**src/rtl/uart_tx_arbiter.sv**
```systemverilog
// Round-robin arbiter feeding bytes from NUM_REQ requesters to a single 8N1 transmitter,
// with packet locking (owner keeps the line until req_last) and a launch-acknowledge timeout.
module uart_tx_arbiter #(
    parameter int NUM_REQ     = 4,
    parameter int ACK_TIMEOUT = 16
) (
    input  logic                   clk,
    input  logic                   rst,
    input  logic [NUM_REQ-1:0]     req_valid,
    input  logic [8*NUM_REQ-1:0]   req_data,
    input  logic [NUM_REQ-1:0]     req_last,
    output logic [NUM_REQ-1:0]     req_ready,
    output logic [7:0]             tx_data,
    output logic                   tx_enable,
    input  logic                   tx_busy,
    output logic [NUM_REQ-1:0]     grant,
    output logic                   timeout_err
);

    localparam int IDX_W = $clog2(NUM_REQ);

    typedef enum logic [1:0] {
        IDLE      = 2'd0,
        LAUNCH    = 2'd1,
        WAIT_ACK  = 2'd2,
        WAIT_DONE = 2'd3
    } state_t;

    state_t               state;
    state_t               state_nxt;
    logic [IDX_W-1:0]     rr_ptr;
    logic [IDX_W-1:0]     owner;
    logic                 lock;
    logic                 last_flag;
    logic [7:0]           ack_cnt;

    logic [IDX_W-1:0]     win_idx;
    logic                 win_ok;
    logic [NUM_REQ-1:0]   win_onehot;
    logic [7:0]           win_data;
    int                   cand;
    logic [IDX_W-1:0]     cand_idx;

    logic                 accept;
    logic                 ack_timeout;
    logic                 done_exit;

    // A held lock pins eligibility to the owner; otherwise search round-robin after rr_ptr.
    always_comb begin
        win_idx  = '0;
        win_ok   = 1'b0;
        cand     = 0;
        cand_idx = '0;
        if (lock) begin
            win_idx = owner;
            win_ok  = req_valid[owner];
        end else begin
            for (int off = 1; off <= NUM_REQ; off++) begin
                cand = int'(rr_ptr) + off;
                if (cand >= NUM_REQ) cand = cand - NUM_REQ;
                cand_idx = IDX_W'(cand);
                if (!win_ok && req_valid[cand_idx]) begin
                    win_idx = cand_idx;
                    win_ok  = 1'b1;
                end
            end
        end
    end

    always_comb begin
        win_onehot          = '0;
        win_onehot[win_idx] = 1'b1;
        win_data            = req_data[{win_idx, 3'b000} +: 8];
    end

    assign req_ready = (state == IDLE && !tx_busy && win_ok && !rst) ? win_onehot : '0;

    always_ff @(posedge clk) begin
        if (rst) state <= IDLE;
        else     state <= state_nxt;
    end

    always_comb begin
        state_nxt   = state;
        accept      = 1'b0;
        ack_timeout = 1'b0;
        done_exit   = 1'b0;
        case (state)
            IDLE: begin
                if (|req_ready) begin
                    accept    = 1'b1;
                    state_nxt = LAUNCH;
                end
            end
            LAUNCH: state_nxt = WAIT_ACK;
            WAIT_ACK: begin
                if (tx_busy) begin
                    state_nxt = WAIT_DONE;
                end else if (ack_cnt == 8'(ACK_TIMEOUT - 2)) begin
                    // this cycle's increment would reach ACK_TIMEOUT-1: give up on the byte
                    ack_timeout = 1'b1;
                    state_nxt   = IDLE;
                end
            end
            WAIT_DONE: begin
                if (!tx_busy) begin
                    done_exit = 1'b1;
                    state_nxt = IDLE;
                end
            end
            default: state_nxt = IDLE;
        endcase
    end

    always_ff @(posedge clk) begin
        if (rst) begin
            tx_enable   <= 1'b0;
            tx_data     <= 8'h00;
            grant       <= '0;
            lock        <= 1'b0;
            owner       <= '0;
            last_flag   <= 1'b0;
            ack_cnt     <= '0;
            timeout_err <= 1'b0;
            rr_ptr      <= IDX_W'(NUM_REQ - 1);
        end else begin
            tx_enable <= accept;
            if (accept) begin
                tx_data   <= win_data;
                grant     <= win_onehot;
                last_flag <= req_last[win_idx];
                owner     <= win_idx;
            end
            if (state == LAUNCH)
                ack_cnt <= '0;
            else if (state == WAIT_ACK && !tx_busy && !ack_timeout)
                ack_cnt <= ack_cnt + 8'd1;
            if (ack_timeout) begin
                timeout_err <= 1'b1;
                lock        <= 1'b0;
                grant       <= '0;
            end
            // End of a byte: release on the last byte of a packet, otherwise keep the owner locked
            if (done_exit) begin
                if (last_flag) begin
                    lock   <= 1'b0;
                    grant  <= '0;
                    rr_ptr <= owner;
                end else begin
                    lock <= 1'b1;
                end
            end
        end
    end

endmodule

```
**config.mk**
```make
export PLATFORM = sky130hd
export DESIGN_NAME = uart_tx_arbiter
export DESIGN_NICKNAME = d
export VERILOG_FILES = /design/src/rtl/uart_tx_arbiter.sv
export SDC_FILE = /design/constraint.sdc
export NUM_CORES = 1
export LEC_CHECK = 0
export ABC_AREA = 1
export CAP_MARGIN = 20
export CORE_MARGIN = 2
export CORE_UTILIZATION = 46
export CTS_CLUSTER_DIAMETER = 80
export DETAILED_ROUTE_END_ITERATION = 10
export GPL_TIMING_DRIVEN = 0
export HOLD_SLACK_MARGIN = 0.02
export PLACE_DENSITY_LB_ADDON = 0.25
export SLEW_MARGIN = 40
export SYNTH_ARGS = -nofsm -noshare
export SYNTH_HDL_FRONTEND = slang
export SYNTH_SLANG_ARGS = --single-unit
```
**constraint.sdc**
```tcl
create_clock -name clk -period 2.44 [get_ports clk]
set_clock_uncertainty 0.15 [all_clocks]
set_input_delay 0.366 -clock clk [delete_from_list [all_inputs] [get_ports clk]]
set_output_delay 0.366 -clock clk [all_outputs]
set_load 0.02 [all_outputs]
```
# After elaboration in Yosys (flattened, before gate mapping)

Index checks and enable logic that the tools add are counted.

Add/subtract/negate cells: 9
Shift operators: 1
Muxes and demuxes: 55
Order comparisons: 11
Reduce and logical (&&, ||, !) cells: 21
Equality and inequality tests: 7

Operators with widths:

| kind                | count |
|---|---|
| $mux 2              | 17 |
| $shiftx 32x6->8     | 1 |
| $mux 1              | 25 |
| $mux 4              | 5 |
| $lt 2x3->1 const B  | 6 |
| $bmux 1 s2          | 6 |
| $ge 3x3->1 const B  | 3 |
| $logic_and 1x1->1   | 9 |
| $add 8x1->8 const B | 1 |
| $eq 8x4->1 const B  | 1 |
| $pmux 2 s4          | 1 |
| $sub 2x1->2 const B | 4 |
| $add 2x2->3 const B | 2 |
| $logic_not 1->1     | 6 |
| $add 2x3->4 const B | 1 |
| $eq 2x2->1 const B  | 2 |
| $ge 4x3->1 const B  | 1 |
| $reduce_or 4->1     | 1 |
| $add 2x1->3 const B | 1 |
| $ne 3x3->1 const B  | 1 |
| $reduce_and 3->1    | 1 |
| $demux 1 s2         | 1 |
| $eq 2x1->1 const B  | 1 |
| $ge 2x1->1 const B  | 1 |
| other kinds (6)     | 6 |

Flip-flop bits (word level): 30
Word-level logic and storage cells: 114
Bits of input ports: 43

# Longest topological paths before layout

Depth in word-level cells: 32
Mapped depth: 19
Gate-level depth less buffers: 17

# Worst setup path after synthesis

OpenSTA, ideal clock, no wires.

Kind: reg2out
Start: register rr_ptr[0]
End: output port req_ready[0]
Arrival time: 1.569 ns
Stages on the path, launching flop included: 16
Setup slack: 0.355 ns
Cell sequence: dfxtp_1 > buf_4 > inv_4 > nand2_1 > nand2_1 > nand2_2 > nand2_2 > inv_1 > nand2_2 > nor2_2 > nand2_1 > nand2_2 > nand2_4 > buf_6 > nand2_2 > nor2_2

Cells in the longest elaborated chain, start to end: 25

RTL lines:

| element                                                        | line | RTL |
|---|---|---|
| start: declaration                                             | 31   | `logic [IDX_W-1:0] rr_ptr;` |
| start signal: assignment                                       | 125  | `rr_ptr <= IDX_W'(NUM_REQ - 1);` |
| start signal: assignment                                       | 148  | `rr_ptr <= owner;` |
| $add 2x1->3                                                    | 59   | `cand = int'(rr_ptr) + off;` |
| $ge 3x3->1 or $sub 2x1->2 (tied branches)                      | 60   | `if (cand >= NUM_REQ) cand = cand - NUM_REQ;` |
| $mux 2                                                         | 60   |  |
| $mux 2                                                         | 54   | `if (lock) begin` |
| $bmux 1 s2                                                     | 62   | `if (!win_ok && req_valid[cand_idx]) begin` |
| $mux 1 (implied by the code)                                   | 62   |  |
| $mux 1                                                         | 62   |  |
| $mux 1                                                         | 54   |  |
| [9 not listed]                                                 | -    |  |
| $logic_and 1x1->1                                              | 62   |  |
| $mux 2                                                         | 62   |  |
| $mux 2                                                         | 54   |  |
| $lt 2x3->1 (implied by the code) or $ge 2x1->1 (tied branches) | 72   | `win_onehot[win_idx] = 1'b1;` |
| $logic_and 1x1->1 (implied by the code)                        | 72   |  |
| $mux 1 (implied by the code)                                   | 72   |  |
| $demux 1 s2                                                    | 72   |  |
| $mux 4 *                                                       | 76   | `assign req_ready = (state == IDLE && !tx_busy && win_ok && !rst) ? win_onehot : '0;` |
| end: declaration                                               | 12   | `output logic [NUM_REQ-1:0] req_ready,` |

Mark *: on every way between the ends. The rest lies on a longest branch, timed or not. The select of a mux whose other input is x is not followed.

# Worst setup path after layout

Start: register rr_ptr[0]
End: output port req_ready[1]

The elaborated chain is that of the path after synthesis.

==> results.json <==
{
  "status": "complete, no violations",
  "globalRouteTotalUtil": 0.243,
  "dr_total_vias": 2270,
  "antennaDiodeCount": 0,
  "start_util": 0.478,
  "vias_per_cell": 5.10,
  "htreeDepth": 2,
  "wl_per_cell_um": 12.6,
  "maxSlewHeadroom": 0.593,
  "worst_setup_path_end_kind": "output pin",
  "critPathRequiredTime_ns": 1.92,
  "antenna_left": 0,
  "cts_buffers": 5,
  "drive_above_1_share": 0.185,
  "dpl.hpwl_mm": 3.81,
  "hold_buffers": 0,
  "place.gp.congestion": 0.818,
  "rr_endpoint": "last_flag",
  "use_met2": 0.406,
  "first_pass_iters": 4,
  "overflow": 0,
  "irDropWorstVdd_v": 0.000444,
  "max_freq_mhz": 412,
  "fin_hold_ws_ns": 0.324,
  "period_share": 0.995,
  "die_area_um2": 4680,
  "top_usage_layer": "met2",
  "rows": 23,
  "yosysWarnings": 0,
  "rr_startpoint": "rr_ptr[0]",
  "ios": 61,
  "grt_first_pass_wirelength_mm": 8.61,
  "area_growth_pct": 50.4,
  "wl_mm": 5.61,
  "syn_avg_cell_area_um2": 6.12,
  "mappedNetlistNets": 357,
  "synth-seq-area-share": 0.314,
  "syn-instance-count": 312,
  "grt_max_degree": 11,
  "r2r_slack_ns": 0.23,
  "hold_viol_final": 0,
  "core_region_area_um2": 4000,
  "setup_viol": 0,
  "post-route-drc-count": 0,
  "drv_cap": 0,
  "die_width_um": 68.4,
  "portBuffers": 59,
  "cp-start-kind": "flop",
  "cts_tree": "built",
  "worstSetupPathType": "flop to output pin",
  "met3_usage": 0.0658,
  "period_needed_ns": 2.43,
  "nets": 440,
  "first_global_vias": 2011,
  "cp_max_fo": 9,
  "power_per_cell_area_nw_per_um2": 524,
  "clkLatencyLatePin_ns": 0.28,
  "dieHeight_um": 68.4,
  "clock-sinks": 30,
  "cp-endpoint": "req_ready[1]",
  "crit_arrival_ns": 1.91,
  "power_leakage_uw": 0.00133,
  "clkSlewWorstSetupHoldPaths_ns": 0.06,
  "r2r_cells": 21,
  "syn_area_um2": 1910,
  "ys_seq_elements": 30,
  "ys_types": 29,
  "met1_usage": 0.300,
  "drt_iter0_markers": 169,
  "tightest_slew_ns": 0.607,
  "p_total_uw": 1500,
  "clk_path_buf_depth": 2,
  "cp-startpoint": "rr_ptr[0]",
  "antenna_found_initial": 0,
  "drv_slew": 0,
  "rsz0062_at_grt": "yes",
  "hold_path.class": "flop to flop",
  "cts_root_buf": "clkbuf_8"
}
==> critical path, cell delays in order (launching register included) <==
cell,delay (ns)
dfxtp_2,0.32
buf_6,0.13
inv_8,0.08
nand2_2,0.05
nand2_2,0.08
nand2_1,0.06
nand2_1,0.08
inv_1,0.06
nand4_1,0.11
nand2_1,0.07
nand2_1,0.07
nand2_2,0.11
buf_8,0.15
nor2_4,0.13
buf_6,0.13
==> final cells by class <==
| class | instances | area [um2] |
|---|---|---|
| Timing Repair Buffer | 76 | 718 |
| Sequential cell | 30 | 606 |
| Fill cell | 333 | 1130 |
| Multi-Input combinational cell | 237 | 1180 |
| Buffer | 11 | 97.6 |
| Clock buffer | 7 | 76.3 |
| Tap cell | 50 | 62.6 |
| Inverter | 34 | 138 |
==> metal layers <==
layer | vias up | wire [um] | part of all wire
met1 | 1022 | 2400 | 0.43
met5 | - | 0 | 0
met3 | 10 | 396 | 0.071
li1 | 1162 | - | -
met4 | 0 | 84 | 0.015
met2 | 76 | 2720 | 0.49
==> cell usage in the layout, fill, tap and decap left out, types with 4 or more instances in the layout <==
| cell | Yosys | routed |
|---|---|---|
| a21oi_1 | 16 | 16 |
| nor2_1 | 34 | 34 |
| clkbuf_1 | 2 | 4 |
| clkdlybuf4s50_1 | 0 | 51 |
| buf_4 | 2 | 17 |
| o21ai_0 | 8 | 8 |
| nand2_4 | 2 | 6 |
| nor2_4 | 0 | 4 |
| nor3_1 | 4 | 4 |
| dlygate4sd2_1 | 0 | 4 |
| buf_6 | 3 | 6 |
| dfxtp_1 | 30 | 28 |
| inv_1 | 30 | 29 |
| clkbuf_8 | 0 | 5 |
| nand3_1 | 41 | 40 |
| nand2_2 | 8 | 16 |
| nand4_1 | 4 | 4 |
| nand2_1 | 99 | 87 |
==> flip-flops by register name, summed over array words and instances (netlist names) <==
signal and flops:
grant 4, rr_ptr 2, owner 2, ack_cnt 8, tx_enable 1, state 2
tx_data 8, last_flag 1, timeout_err 1, lock 1
==> power breakdown <==
group	switching (uW)	internal [uW]	total, uW
registers	33.0	537	570
logic	305	258	563
clock network	176	196	372
==> worst min-delay path by stage <==
stage,startpoint,to,slack (ns),cells past startpoint
detailed placement,timeout_err,timeout_err,0.31,2
global placement,timeout_err,timeout_err,0.30,2
finish,timeout_err,timeout_err,0.32,2
floorplan,ack_cnt[3],ack_cnt[3],0.32,2
CTS,timeout_err,timeout_err,0.32,2
global route,timeout_err,timeout_err,0.34,2
==> Yosys cell counts <==
cell | number | area share
nand3_1 | 41 | 0.11
nor3_1 | 4 | 0.010
a21oi_1 | 16 | 0.042
nor2_2 | 6 | 0.020
nand4_1 | 4 | 0.013
a211oi_1 | 2 | 0.0079
o21ai_1 | 1 | 0.0026
inv_4 | 1 | 0.0033
o21ai_0 | 8 | 0.021
nand3b_1 | 2 | 0.0079
dfxtp_1 | 30 | 0.31
clkbuf_1 | 2 | 0.0039
a21oi_2 | 1 | 0.0046
o32ai_1 | 1 | 0.0046
buf_6 | 3 | 0.018
or2_2 | 1 | 0.0033
buf_4 | 2 | 0.0079
nor2_1 | 34 | 0.067
clkbuf_4 | 1 | 0.0039
o21bai_1 | 1 | 0.0039
o211ai_1 | 1 | 0.0039
nand2_1 | 99 | 0.19
ha_1 | 2 | 0.013
buf_2 | 3 | 0.0079
inv_1 | 30 | 0.059
nor3b_1 | 3 | 0.012
nand2_2 | 8 | 0.026
inv_2 | 3 | 0.0059
nand2_4 | 2 | 0.012
==> metrics by stage <==
step | utilization | instances | worst slack [ns] | TNS (ns) | area (um2)
detailed placement | 0.641 | 421 | -0.697 | -2.93 | 2560
floorplan | - | 312 | 0.355 | 0 | 1910
finish | 0.718 | 445 | 0.0126 | 0 | 2870
global route | 0.718 | 445 | -0.134 | -0.428 | 2870
CTS | 0.690 | 437 | 0.000197 | 0 | 2760
global placement | 0.641 | 421 | -0.658 | -2.62 | 2560
==> kinds of logic (layout without fill, tap and decap cells) <==
| kind of cell | count (synthesis) | count (layout) | share of synthesized area |
|---|---|---|---|
| flip-flops | 30 | 30 | 0.314 |
| AND/OR/NAND/NOR | 204 | 204 | 0.473 |
| adder cells (fa/ha/maj) | 2 | 2 | 0.0131 |
| buffers and inverters | 45 | 128 | 0.109 |
| AO/OA/AOI/OAI | 31 | 31 | 0.0904 |
==> repair_timing <==
| item | 4_1_cts | 5_1_grt |
|---|---|---|
| setup buffers | 9 | 8 |
| setup endpoints to repair | 4 | 4 |
| pin swaps | 5 | 8 |
| resized for setup | 47 | 14 |
Note: power is estimated with default switching activity, not from simulation.
==> variant 1 (same settings) <==
`NUM_REQ`: 4 -> 8.
--- a/src/rtl/uart_tx_arbiter.sv
+++ b/src/rtl/uart_tx_arbiter.sv
@@ -2,5 +2,5 @@
 // with packet locking (owner keeps the line until req_last) and a launch-acknowledge timeout.
 module uart_tx_arbiter #(
-    parameter int NUM_REQ     = 4,
+    parameter int NUM_REQ     = 8,
     parameter int ACK_TIMEOUT = 16
 ) (
Ports: changed (5 resized); port bits go from 61 to 109. No check against the original RTL was run, so the function may have changed too.
==> variant 1 against the original RTL <==
- the flow now finishes with violations (negative setup slack)
- combinational power rose by 95%
- final area rose by 95%
- sequential cell count rose by 6
- power rose by 53%
- setup slack got worse by 1000 ps
- routed wire length rose by 150%
- sequential share of layout area fell by 8.2 points
- area after synthesis rose by 66%
- register-to-register slack got worse by 1200 ps
- critical path type unchanged
- largest cell class unchanged
- largest power group is now combinational logic
- highest routed layer unchanged
==> variant 1: results (changes against the original RTL) <==
Global routing
  – Met2 usage: 0.545 (+0.139)
  – Largest net degree at the start of global routing: 13 (+2)
  – Gr usage total: 0.309 (+0.0660)
  – Antenna violations before repair: 0 (unchanged)
  – GR Util met3: 0.0834 (+0.0176)
  – GR Layer Usage met1: 0.345 (+0.0447)
  – First-pass GRT wire length: 18400 um (+110%)
  – Vias in the first global route: 4094 (+100%)

Clock tree
  – Clock transition at path regs: 80 ps (+20 ps)
  – Clk_lat worst skew: 300 ps (+20 ps)

Finish
  – Area delta synth->final: 76.9%
  – Layout cells sized above 1: 0.323 (+0.138)
  – Final nets: 776 (+76%)
  – Non-Filler Instances: 770 (+73%)
  – Regs by FF count: ack_cnt: 8 flops, grant: 8 flops, tx_data: 8 flops

Place
  – I/O Buffers: 108 (+83%)
  – Placed Cells: 711 (+69%)
  – GPL Wtd Cong: 0.886 (+8.3%)
  – Post-DP HPWL: 7770 um (+100%)
  – DP Area: 4500 um^2 (+76%)
  – Dpl ws: -1400 ps (-705 ps)

Route
  – Routed WL: 13800 um (+150%)
  – DR iter-0 viols: 316 (+87%)
  – DR pass1 iterations: 6 (+2)
  – Vias: 4496 (+98%)

Synthesis
  – Most used DFF post-synth: dfxtp_1
  – Sequential fraction of the synthesis area: 0.227 (-0.0869)
  – Commonest cells post-synth: nand2_1 (179), nand3_1 (64), nor2_1 (59)
  – Cell variety after synth: 40 (+38%)
  – Synthesized Nets: 610 (+71%)
  – Ranking of synthesized cells by area: dfxtp_1 (23%), nand2_1 (21%), nand3_1 (10%)
  – Adder-Cell Fraction of Synth Area: 0.0158 (+0.00270)
  – Post-synthesis compound-gate area fraction: 0.0960 (+0.00560)
  – Xor/xnor share of the synthesized area: 0.0103 (+0.0103)
  – Mean area per synthesized cell: 6.06 um^2 (-1.1%)

Critical path
  – R2R depth: 25 (+19%)
  – CP Max Fanout: 5 (-4)
  – Crit path DAT: 2960 ps (+1050 ps)

Power and ir drop
  – P_int: 1.45 mW (+46%)
  – Combinational Power Share: 0.477 (+0.103)
  – Worst vdd ir: 0.301 mV (-32%)
  – Pwr dens: 411 nW/um^2 (-22%)
  – Clock net power: 536 uW (+44%)
  – Leak: 2.49 nW (+88%)

Timing
  – Endpoints failing setup: 30 (+30)
  – Worst slew pin tran: 762 ps (+155 ps)
  – Setup_tns: -21870 ps (-21870 ps)
  – Final worst slack: -1030 ps (-1040 ps)

Run status
  – Failing checks: negative setup slack
  – Status: finished with violations
-- variant 1: worst max-delay path: stages (launching register included) --
cell and delay (ps):
dfxtp_2 340, buf_6 100, inv_4 30, buf_8 110, ha_4 350, inv_6 70, nand3_2 100, nand2_2 90
buf_4 150, o21ai_4 210, inv_2 110, nand4_1 150, nand2_2 110, nor2_4 150, nor2_4 60, nor2_4 170
inv_2 90, nor2_4 120, buf_6 140
-- variant 1: layer usage --
| metal | up-vias | share of wire |
|---|---|---|
| met1 | 2066 | 0.37 |
| met2 | 300 | 0.49 |
| met3 | 91 | 0.081 |
| met5 | - | 0 |
| li1 | 2039 | - |
| met4 | 0 | 0.060 |
-- variant 1: path summary, 6_finish.rpt --
check,to,slack (ps)
worst max-delay path,req_ready[1],-1030
worst min-delay path,timeout_err,320
worst max register to register,tx_data[1],-1000
worst min register to register,timeout_err,320
-- variant 1: timing repair --
item,CTS,global route
setup endpoints to repair,30,30
buffers inserted,32,19
gates resized for setup,107,69
cloned,4,2
pin swaps,49,60
-- variant 1: cell type report --
class	count	area [um^2]
Multi-Input combinational cell	425	2680
Fill cell	375	1110
Buffer	19	193
Inverter	43	181
Timing Repair Buffer	159	1620
Clock inverter	3	42.5
Tap cell	80	100
Clock buffer	5	68.8
Sequential cell	36	722
-- variant 1: logic make-up (layout without fill, tap and decap cells) --
kind of cell | after synthesis | after routing
buffers and inverters | 62 | 229
and+or+nand+nor | 367 | 367
xor gates and xnor gates | 2 | 2
DFF | 36 | 36
AOI/OAI and AO/OA | 52 | 52
adders and majority gates | 4 | 4
==> variant 2 (same settings) <==
Made on the original files. Put one more register stage on the output `timeout_err`, cleared by the reset. The value now appears one clock later. The other outputs are not delayed to match.
--- a/src/rtl/uart_tx_arbiter.sv
+++ b/src/rtl/uart_tx_arbiter.sv
@@ -26,4 +26,6 @@
         WAIT_DONE = 2'd3
     } state_t;
+
+    logic timeout_err_s0;
 
     state_t               state;
@@ -122,5 +124,5 @@
             last_flag   <= 1'b0;
             ack_cnt     <= '0;
-            timeout_err <= 1'b0;
+            timeout_err_s0 <= 1'b0;
             rr_ptr      <= IDX_W'(NUM_REQ - 1);
         end else begin
@@ -137,5 +139,5 @@
                 ack_cnt <= ack_cnt + 8'd1;
             if (ack_timeout) begin
-                timeout_err <= 1'b1;
+                timeout_err_s0 <= 1'b1;
                 lock        <= 1'b0;
                 grant       <= '0;
@@ -154,4 +156,12 @@
     end
 
+    always_ff @(posedge clk) begin
+        if (rst) begin
+            timeout_err <= '0;
+        end else begin
+            timeout_err <= timeout_err_s0;
+        end
+    end
+
 endmodule
 
Formal check against the unedited RTL: same outputs for any inputs over 10 cycles, from zero or initial values and one cycle with rst high; that may be too few to reach the edited logic, so the function may still have changed.
==> variant 2 against the original RTL <==
- the run now ends with negative setup slack left
- first-iteration DRC count is 61% lower
- register-to-register slack better by 90 ps
- clock power increased by 40%
- setup slack worse by 23 ps
- sequential cell count is 1 higher
- final area increased by 3.6%
- non-clock buffer count decreased by 4
- routed wire length down 6.8%
- power increased by 8.2%
- sequential power is 2% higher
- largest cell class unchanged
- area after synthesis is 4.9% higher
- worst hold slack worse by 38 ps
- final cell count increased by 0.90%
- critical path type unchanged
==> variant 2: results (changes against the original RTL) <==
Place
  – Placed Cells: 430 (+2.1%)
  – GPL Wtd Cong: 0.839 (+2.6%)
  – Dpl ws: -717 ps (-20.1 ps)
  – DP Area: 2660 um^2 (+3.8%)

Global routing
  – Met2 usage: 0.371 (-0.0348)
  – GR Util met3: 0.0534 (-0.0124)
  – Gr usage total: 0.218 (-0.0254)
  – GR Layer Usage met1: 0.265 (-0.0349)

Power and ir drop
  – Clock net power: 519 uW (+40%)
  – Leak: 1.33 nW (-0.25%)

Route
  – Avg WL per Cell: 11.6 um (-7.6%)
  – Metal3 WL: 248 um (-37%)
  – Met1 WL: 2380 um (-1.2%)
  – Met2 wire length: 2540 um (-6.9%)
  – DR iter-0 viols: 66 (-61%)

Synthesis
  – Post-synthesis compound-gate area fraction: 0.0961 (+0.00576)
  – Synthesized Nets: 364 (+2.0%)
  – Sequential fraction of the synthesis area: 0.310 (-0.00473)
  – Adder-Cell Fraction of Synth Area: 0.0125 (-0.000613)
  – Xor/xnor share of the synthesized area: 0.00437 (+0.00437)

Finish
  – Final nets: 441 (+0.23%)
  – Layout cells sized above 1: 0.217 (+0.0318)
  – Non-Filler Instances: 449 (+0.90%)

Critical path
  – Critical path origin: lock
  – Slowest stage delay, CP: 400 ps (+80 ps)
  – Reg2reg setup slack: 320 ps (+90 ps)
  – R2R depth: 18 (-14%)

Timing
  – Endpoints failing setup: 3 (+3)
  – Setup_tns: -24.3 ps (-24.3 ps)
  – Max-slew headroom: 0.715 (+0.122)
  – Final worst slack: -10.6 ps (-23.2 ps)

Clock tree
  – Post-CTS Setup Bufs: 7 (-2)

Run status
  – Failing checks: negative setup slack
  – Status: finished with violations

Worst hold path
  – Hold endpoint: timeout_err
  – Worst Hold Launch: timeout_err_s0
==> variant 2: cell count changes after synthesis, sizes merged, moves of 2 or more <==
| cell | delta |
|---|---|
| a21oi | +4 |
| o21ai | +2 |
| nor3b | -2 |
| buf | +2 |
==> variant 2: final cells by class <==
class | count | area [um^2] | share of cell area
Tap cell | 52 | 65.1 | 0.0219
Timing Repair Buffer | 70 | 673 | 0.226
Clock buffer | 6 | 82.6 | 0.0277
Clock inverter | 2 | 35.0 | 0.0118
Sequential cell | 31 | 622 | 0.209
Multi-Input combinational cell | 241 | 1250 | 0.421
Buffer | 13 | 104 | 0.0349
Inverter | 34 | 143 | 0.0479
==> variant 2: worst max-delay path, delay by kind of cell, from the launching register on <==
| kind | cells | cell delay, ps |
|---|---|---|
| buffers and inverters | 3 | 470 |
| DFF | 1 | 400 |
| and+or+nand+nor | 3 | 530 |
| AOI/OAI and AO/OA | 2 | 260 |
